==> src/rtl/mgt_01_fsqrt_round_pack.sv <==
// rtl/mgt_01_fsqrt_round_pack.sv - FSQRT.S round/pack stage with credit-managed 2-entry output FIFO
// Optional: MGT01_FSQRT_ALL_RM_EN enables RTZ/RDN/RUP/RMM; without it rounding is always RNE.
module mgt_01_fsqrt_round_pack #(
    parameter int DATA_WIDTH = 50,
    parameter int FIFO_DEPTH = 2
) (
    input  logic                    clk_i,
    input  logic                    rst_n_i,
    input  logic                    core_valid_i,
    input  logic [DATA_WIDTH/2-1:0] root_i,
    input  logic [DATA_WIDTH/2:0]   remainder_i,
    input  logic [7:0]              exp_i,
    input  logic [2:0]              rm_i,
    input  logic                    byp_valid_i,
    output logic                    byp_ready_o,
    input  logic [1:0]              byp_class_i,
    input  logic                    byp_sign_i,
    output logic                    issue_ok_o,
    input  logic                    issue_i,
    output logic [31:0]             result_o,
    output logic [4:0]              fflags_o,
    output logic                    out_valid_o,
    input  logic                    out_ready_i,
    output logic                    ovf_o
);

    localparam int RW = DATA_WIDTH / 2;
    localparam logic [2:0] DEPTH3 = 3'(FIFO_DEPTH);

    typedef enum logic {
        KIND_CORE = 1'b0,
        KIND_BYP  = 1'b1
    } kind_t;

    // S1 capture register
    logic          s1_valid;
    kind_t         s1_kind;
    logic [RW-1:0] s1_root;
    logic [RW:0]   s1_rem;
    logic [7:0]    s1_exp;
    logic [1:0]    s1_class;
    logic          s1_sign;
`ifdef MGT01_FSQRT_ALL_RM_EN
    logic [2:0]    s1_rm;
`endif

    // credits: used = S1 + FIFO occupancy + reservations; resv = reservations only
    logic [1:0] used;
    logic [1:0] resv;

    logic [36:0] mem [2];
    logic        wr_ptr;
    logic        rd_ptr;
    logic [1:0]  count;

    logic issue_acc;
    logic core_resv;
    logic core_new;
    logic core_acc;
    logic byp_free;
    logic byp_acc;
    logic push;
    logic pop;
    logic [2:0] used_after_issue;

    assign issue_ok_o       = ({1'b0, used} < DEPTH3);
    assign issue_acc        = issue_i && issue_ok_o;
    assign used_after_issue = {1'b0, used} + 3'(issue_acc);

    // a core result normally consumes a reservation; an unreserved one may still take a free slot
    assign core_resv = core_valid_i && (resv != 2'd0);
    assign core_new  = core_valid_i && (resv == 2'd0) && (used_after_issue < DEPTH3);
    assign core_acc  = core_resv || core_new;

    assign byp_free    = (used_after_issue < DEPTH3);
    assign byp_ready_o = rst_n_i && !core_valid_i && byp_free;
    assign byp_acc     = byp_valid_i && byp_ready_o;

    assign out_valid_o = (count != 2'd0);
    assign pop         = out_valid_o && out_ready_i;
    assign push        = s1_valid && ((count < 2'd2) || pop);

    always_ff @(posedge clk_i or negedge rst_n_i) begin
        if (!rst_n_i) begin
            s1_valid <= 1'b0;
            s1_kind  <= KIND_CORE;
            s1_root  <= '0;
            s1_rem   <= '0;
            s1_exp   <= '0;
            s1_class <= '0;
            s1_sign  <= 1'b0;
`ifdef MGT01_FSQRT_ALL_RM_EN
            s1_rm    <= '0;
`endif
        end else begin
            s1_valid <= core_acc || byp_acc;
            if (core_acc) begin
                s1_kind <= KIND_CORE;
                s1_root <= root_i;
                s1_rem  <= remainder_i;
                s1_exp  <= exp_i;
`ifdef MGT01_FSQRT_ALL_RM_EN
                s1_rm   <= rm_i;
`endif
            end else if (byp_acc) begin
                s1_kind  <= KIND_BYP;
                s1_class <= byp_class_i;
                s1_sign  <= byp_sign_i;
            end
        end
    end

    always_ff @(posedge clk_i or negedge rst_n_i) begin
        if (!rst_n_i) begin
            used  <= '0;
            resv  <= '0;
            ovf_o <= 1'b0;
        end else begin
            used <= used + 2'(issue_acc) + 2'(byp_acc) + 2'(core_new) - 2'(pop);
            resv <= resv + 2'(issue_acc) - 2'(core_resv);
            if (core_valid_i && !core_acc)
                ovf_o <= 1'b1;
        end
    end

    // S2: combinational rounding and special-case packing
    logic          g_bit;
    logic          s_bit;
    logic          l_bit;
    logic          inc;
    logic [RW-1:0] mant;
    logic [7:0]    exp_r;
    logic [22:0]   frac;
    logic [31:0]   s2_result;
    logic [4:0]    s2_flags;

    assign g_bit = s1_root[0];
    assign s_bit = |s1_rem;
    assign l_bit = s1_root[1];

    always_comb begin
        inc = g_bit & (s_bit | l_bit);
`ifdef MGT01_FSQRT_ALL_RM_EN
        case (s1_rm)
            3'b001:  inc = 1'b0;
            3'b010:  inc = 1'b0;
            3'b011:  inc = g_bit | s_bit;
            3'b100:  inc = g_bit;
            default: inc = g_bit & (s_bit | l_bit);
        endcase
`endif
    end

    assign mant  = {1'b0, s1_root[RW-1:1]} + RW'(inc);
    assign exp_r = mant[RW-1] ? s1_exp + 8'd1 : s1_exp;
    assign frac  = mant[RW-1] ? 23'd0 : mant[RW-3:0];

    always_comb begin
        s2_result = 32'd0;
        s2_flags  = 5'd0;
        if (s1_kind == KIND_BYP) begin
            case (s1_class)
                2'b00: begin
                    s2_result = 32'h7FC0_0000;
                    s2_flags  = 5'b10000;
                end
                2'b01:   s2_result = 32'h7FC0_0000;
                2'b10:   s2_result = 32'h7F80_0000;
                default: s2_result = {s1_sign, 31'd0};
            endcase
        end else begin
            s2_result = {1'b0, exp_r, frac};
            s2_flags  = {4'b0000, g_bit | s_bit};
        end
    end

    always_ff @(posedge clk_i or negedge rst_n_i) begin
        if (!rst_n_i) begin
            for (int i = 0; i < 2; i++)
                mem[i] <= '0;
            wr_ptr <= 1'b0;
            rd_ptr <= 1'b0;
            count  <= '0;
        end else begin
            if (push) begin
                mem[wr_ptr] <= {s2_result, s2_flags};
                wr_ptr      <= ~wr_ptr;
            end
            if (pop)
                rd_ptr <= ~rd_ptr;
            count <= count + 2'(push) - 2'(pop);
        end
    end

    assign result_o = mem[rd_ptr][36:5];
    assign fflags_o = mem[rd_ptr][4:0];

    logic unused_bits;
`ifdef MGT01_FSQRT_ALL_RM_EN
    assign unused_bits = mant[RW-2];
`else
    assign unused_bits = mant[RW-2] ^ (^rm_i);
`endif

endmodule

==> config.mk <==
export PLATFORM = sky130hd
export DESIGN_NAME = mgt_01_fsqrt_round_pack
export DESIGN_NICKNAME = d
export VERILOG_FILES = /design/src/rtl/mgt_01_fsqrt_round_pack.sv
export SDC_FILE = /design/constraint.sdc
export NUM_CORES = 1
export LEC_CHECK = 0
export ABC_AREA = 0
export CORE_AREA = 2 2 152 154
export CTS_BUF_LIST = sky130_fd_sc_hd__clkbuf_4
export CTS_CLUSTER_SIZE = 28
export DETAILED_ROUTE_END_ITERATION = 7
export DIE_AREA = 0 0 154 156
export GPL_ROUTABILITY_DRIVEN = 0
export PLACE_DENSITY_LB_ADDON = 0.08
export SETUP_SLACK_MARGIN = 0.2
export SYNTH_ARGS = -nofsm -noshare
export SYNTH_HDL_FRONTEND = slang
export SYNTH_SLANG_ARGS = --single-unit
==> constraint.sdc <==
create_clock -name clk_i -period 2.7 [get_ports clk_i]
set_clock_uncertainty 0.2 [all_clocks]
set_input_delay 0.54 -clock clk_i [delete_from_list [all_inputs] [get_ports clk_i]]
set_output_delay 0.54 -clock clk_i [all_outputs]
set_load 0.02 [all_outputs]
==> results <==
- The sequential share of the synthesized area is 53.3%.
- The top-level port count is 112.
- In this run the standard cell core region covers 22400 sq um.
- The detailed router finished its first iteration with 343 violations.
- Buffers placed on the I/O ports in this run total 105.
- The floorplan die height is 156 um.
- The synthesis warning total is 0.
- The final global-route overflow total is 0.
- The type of the worst setup path is register to output pin.
- The final design instance area without fill is 9030 sq um.
- The first global-routing pass estimated 28.0 mm of wire.
- The number of standard cells in the final layout excluding fillers is 1023.
- In the routed layout, each cell is associated on average with a via count of 4.76.
- In the final timing run, aggregate negative setup slack is 0 ns.
- After detailed routing, the met2 layer carries 8.61 mm of wire.
- Detailed routing placed a total of 916 um of wire on met3.
- The count of cell types in the netlist is 46.
- The number of nets in the layout is 803.
- The final cycle utilization of the critical path is 95.0%.
- Entering global routing, the biggest net connects 142 pins.
- At the worst endpoint, the required time is 1.96 ns.
- The share of flip-flops with an asynchronous set or reset after synthesis is 100%.
- The cell area after synthesis is 6630 sq um.
- The worst-case IR drop observed on VDD is 0.000296 V.
- The area growth from synthesis to layout is 36.3%.
- Counting the fill cells in the layout gives 2179.
- The clock latency of the later-clocked register in the worst-skew pair is 0.54 ns.
- Along the worst path, the maximum fanout reaches 6.
- The final max-slew violation count came to 0.
- For this run, the top clock speed supported by timing is 390 MHz.
- At the worst endpoint, the arrival time is 1.83 ns.
- The worst setup path is launched from a register.
- In this run, synthesis inferred 0 flip-flops with an integrated enable.
- Global routing consumed, over all layers together, 15.0% of the routing resources.
- Across the run, the number of max-cap violations was 0.
- The design draws 10.1 mW.
- Setup repair after global routing could not meet its margin everywhere.
- The overall die width is 154 um.
- The area of the multi-input gates is 3100 sq um.
- Once placement finished, the instance area stood at 8230 sq um.
- The flip-flop cell with the highest count after synthesis is dfrtp_1.
- Counting the buffers created by CTS gives 17.
- The final count of hold timing violations is 0.
- Cells with a size suffix above 1 make up 33.8% of the layout.
- The area enclosed by the die boundary is 24000 sq um.
- The max-slew headroom at the worst pin is 42.2%.
- The starting density of the core is 29.6%.
- The number of antenna violations at the first check in global routing is 1.
- The final layout contains routed wiring with a total length of 17.5 mm.
- The sum of net half-perimeters after detailed placement is 11.6 mm.
- The leading cell type in the layout, fill and taps excluded is dfrtp_1.
- TritonCTS built the clock tree.
- The analysis attributes to cell leakage a power of 3.89 nW.
- Row generation in the floorplan step produced 55 rows.
- The routed design could run at a clock period as short as 2.57 ns.
- The H-tree was split into 4 levels.
- The share of the core filled with cells is 40.4%.
- The clock net in this run drives a total of 141 sinks.
- The number of register bits inferred by synthesis is 141.
- The total via count after detailed routing is 4868.
- At the pin with the least slew margin, the transition time is 0.866 ns.
- The minimum setup slack after placement is -0.111 ns.
- The area of all sequential standard cells is 3530 sq um.
- Setup violations remaining at the end of the flow were counted as 0.
- Each instance of the synthesized netlist takes up on average 11.6 sq um.
- After detailed routing, the number of remaining DRC violations is 0.
- The longest clock path from root to sink contains 2 buffers.
- The via count of the first global-routing pass is 5053.
- The number of placed instances, taps included, is 962.
- The uppermost signal routing layer after detailed routing is met4.
- Dividing total power by cell area gives a power density of 1110 nW/um^2.
- The number of routed nets with antenna violations is 0.
- Synthesis handed over a netlist of 572 instances.
- The type of destination of the critical path is an output pin.
- The run finished with clean final reports.
- After clock tree synthesis, the clock-pin slew on the worst setup and hold paths is 0.13 ns.
- Leaving out fill and tap cells, the most frequent cells in the layout are dfrtp_1 (136), mux2_2 (83), nand2_1 (68).
- The average routed wire per standard cell is 17.1 um.
- The worst hold slack across all endpoints is 0.287 ns.
- The worst hold path class is register to register.
- The setup slack of the critical path after layout is 0.134 ns.
- The root buffer selected by CTS is clkbuf_4.
- The met1 wire length is 7.83 mm.
- The first-pass iteration count of the detailed router is 6.
report_power, final:
| part | leakage [nW] | total [mW] | internal (mW) | switching [mW] |
|---|---|---|---|---|
| sequential | 1.70 | 3.61 | 3.01 | 0.606 |
| combinational | 2.05 | 5.14 | 2.81 | 2.33 |
| clock | 0.140 | 1.31 | 0.543 | 0.769 |
kinds of logic (layout without fill, tap and decap cells):
logic type | count (synthesis) | after routing | share of synthesized area [%]
muxes | 110 | 110 | 18.6
DFF | 141 | 141 | 53.3
and+or+nand+nor | 163 | 163 | 12.1
buffers and inverters | 38 | 200 | 2.34
xor gates and xnor gates | 30 | 30 | 3.97
AOI/OAI and AO/OA | 80 | 80 | 7.78
adders and majority gates | 9 | 9 | 1.81
other | 1 | 5 | 0.0566
area by class of cell:
class,count,share of cell area (%)
Inverter,9,0.374
Timing Repair Buffer,159,19.3
Multi-Input combinational cell,395,34.3
Antenna cell,2,0.0554
Clock inverter,14,1.40
Tap cell,285,3.95
Clock buffer,18,1.50
Sequential cell,141,39.1
timing repair:
item                                   in CTS  in global routing
pin swaps                                   2                  4
setup endpoints to repair                  38                 56
hold buffers                                1                  0
gates cloned                                3                  3
gates resized for setup                   188                 66
endpoints found under the hold margin     135                  0
buffers inserted                           14                  6
synthesized netlist by cell type, types with 2 or more instances:
cell      number  area, sq um
and3_1         7         43.8
nand3_1       14         70.1
nor3_1         4         20.0
a22o_1         4         35.0
inv_1          9         33.8
xnor2_1       15          131
dfrtp_1      141         3530
nor4_1        10         62.6
nand2_1       68          255
mux2i_1        3         30.0
a31o_2         4         35.0
or4_4          2         22.5
ha_1           8          100
nand2b_1       2         12.5
and4_1         2         17.5
buf_4          3         22.5
xor2_1        15          131
o31ai_1       18          135
a22oi_1        2         15.0
clkbuf_1      24         90.1
nand4_2        2         25.0
nand4_1       14         87.6
o211ai_1       3         22.5
o21ai_0       38          190
nor2_1        24         90.1
and2_1         4         25.0
or2_2          3         18.8
mux2_2       106         1190
a21oi_1        6         30.0
sequential cells by signal (all words and copies together), names as in the netlist:
name,count
s1_rem,26
mem,68
s1_root,25
used,2
count,2
s1_valid,1
rd_ptr,1
wr_ptr,1
resv,2
s1_kind,1
s1_exp,8
s1_class,2
s1_sign,1
ovf_o,1
layer usage:
| metal | track usage [%] | vias up |
|---|---|---|
| met5 | 0 | - |
| met3 | 4.56 | 7 |
| met1 | 19.4 | 2423 |
| li1 | - | 2344 |
| met4 | 3.12 | 0 |
| met2 | 24.9 | 94 |
worst max-delay path, cell delays in order (launching register included):
cell	delay (ns)
dfrtp_1	0.42
buf_6	0.16
buf_12	0.14
buf_6	0.11
mux2_4	0.31
buf_6	0.14
final timing paths:
path / startpoint / end / slack, ns / cells past startpoint
min in group asynchronous: rst_n_i / mem[13] / 0.41 / 3
max in group asynchronous: rst_n_i / s1_root[7] / 1.11 / 3
worst max register to register: s1_root[5] / mem[51] / 0.27 / 7
worst min-delay path: mem[55] / mem[55] / 0.29 / 2
worst min register to register: mem[55] / mem[55] / 0.29 / 2
worst max-delay path: rd_ptr / result_o[20] / 0.13 / 5
(Power assumes the default switching activity.)
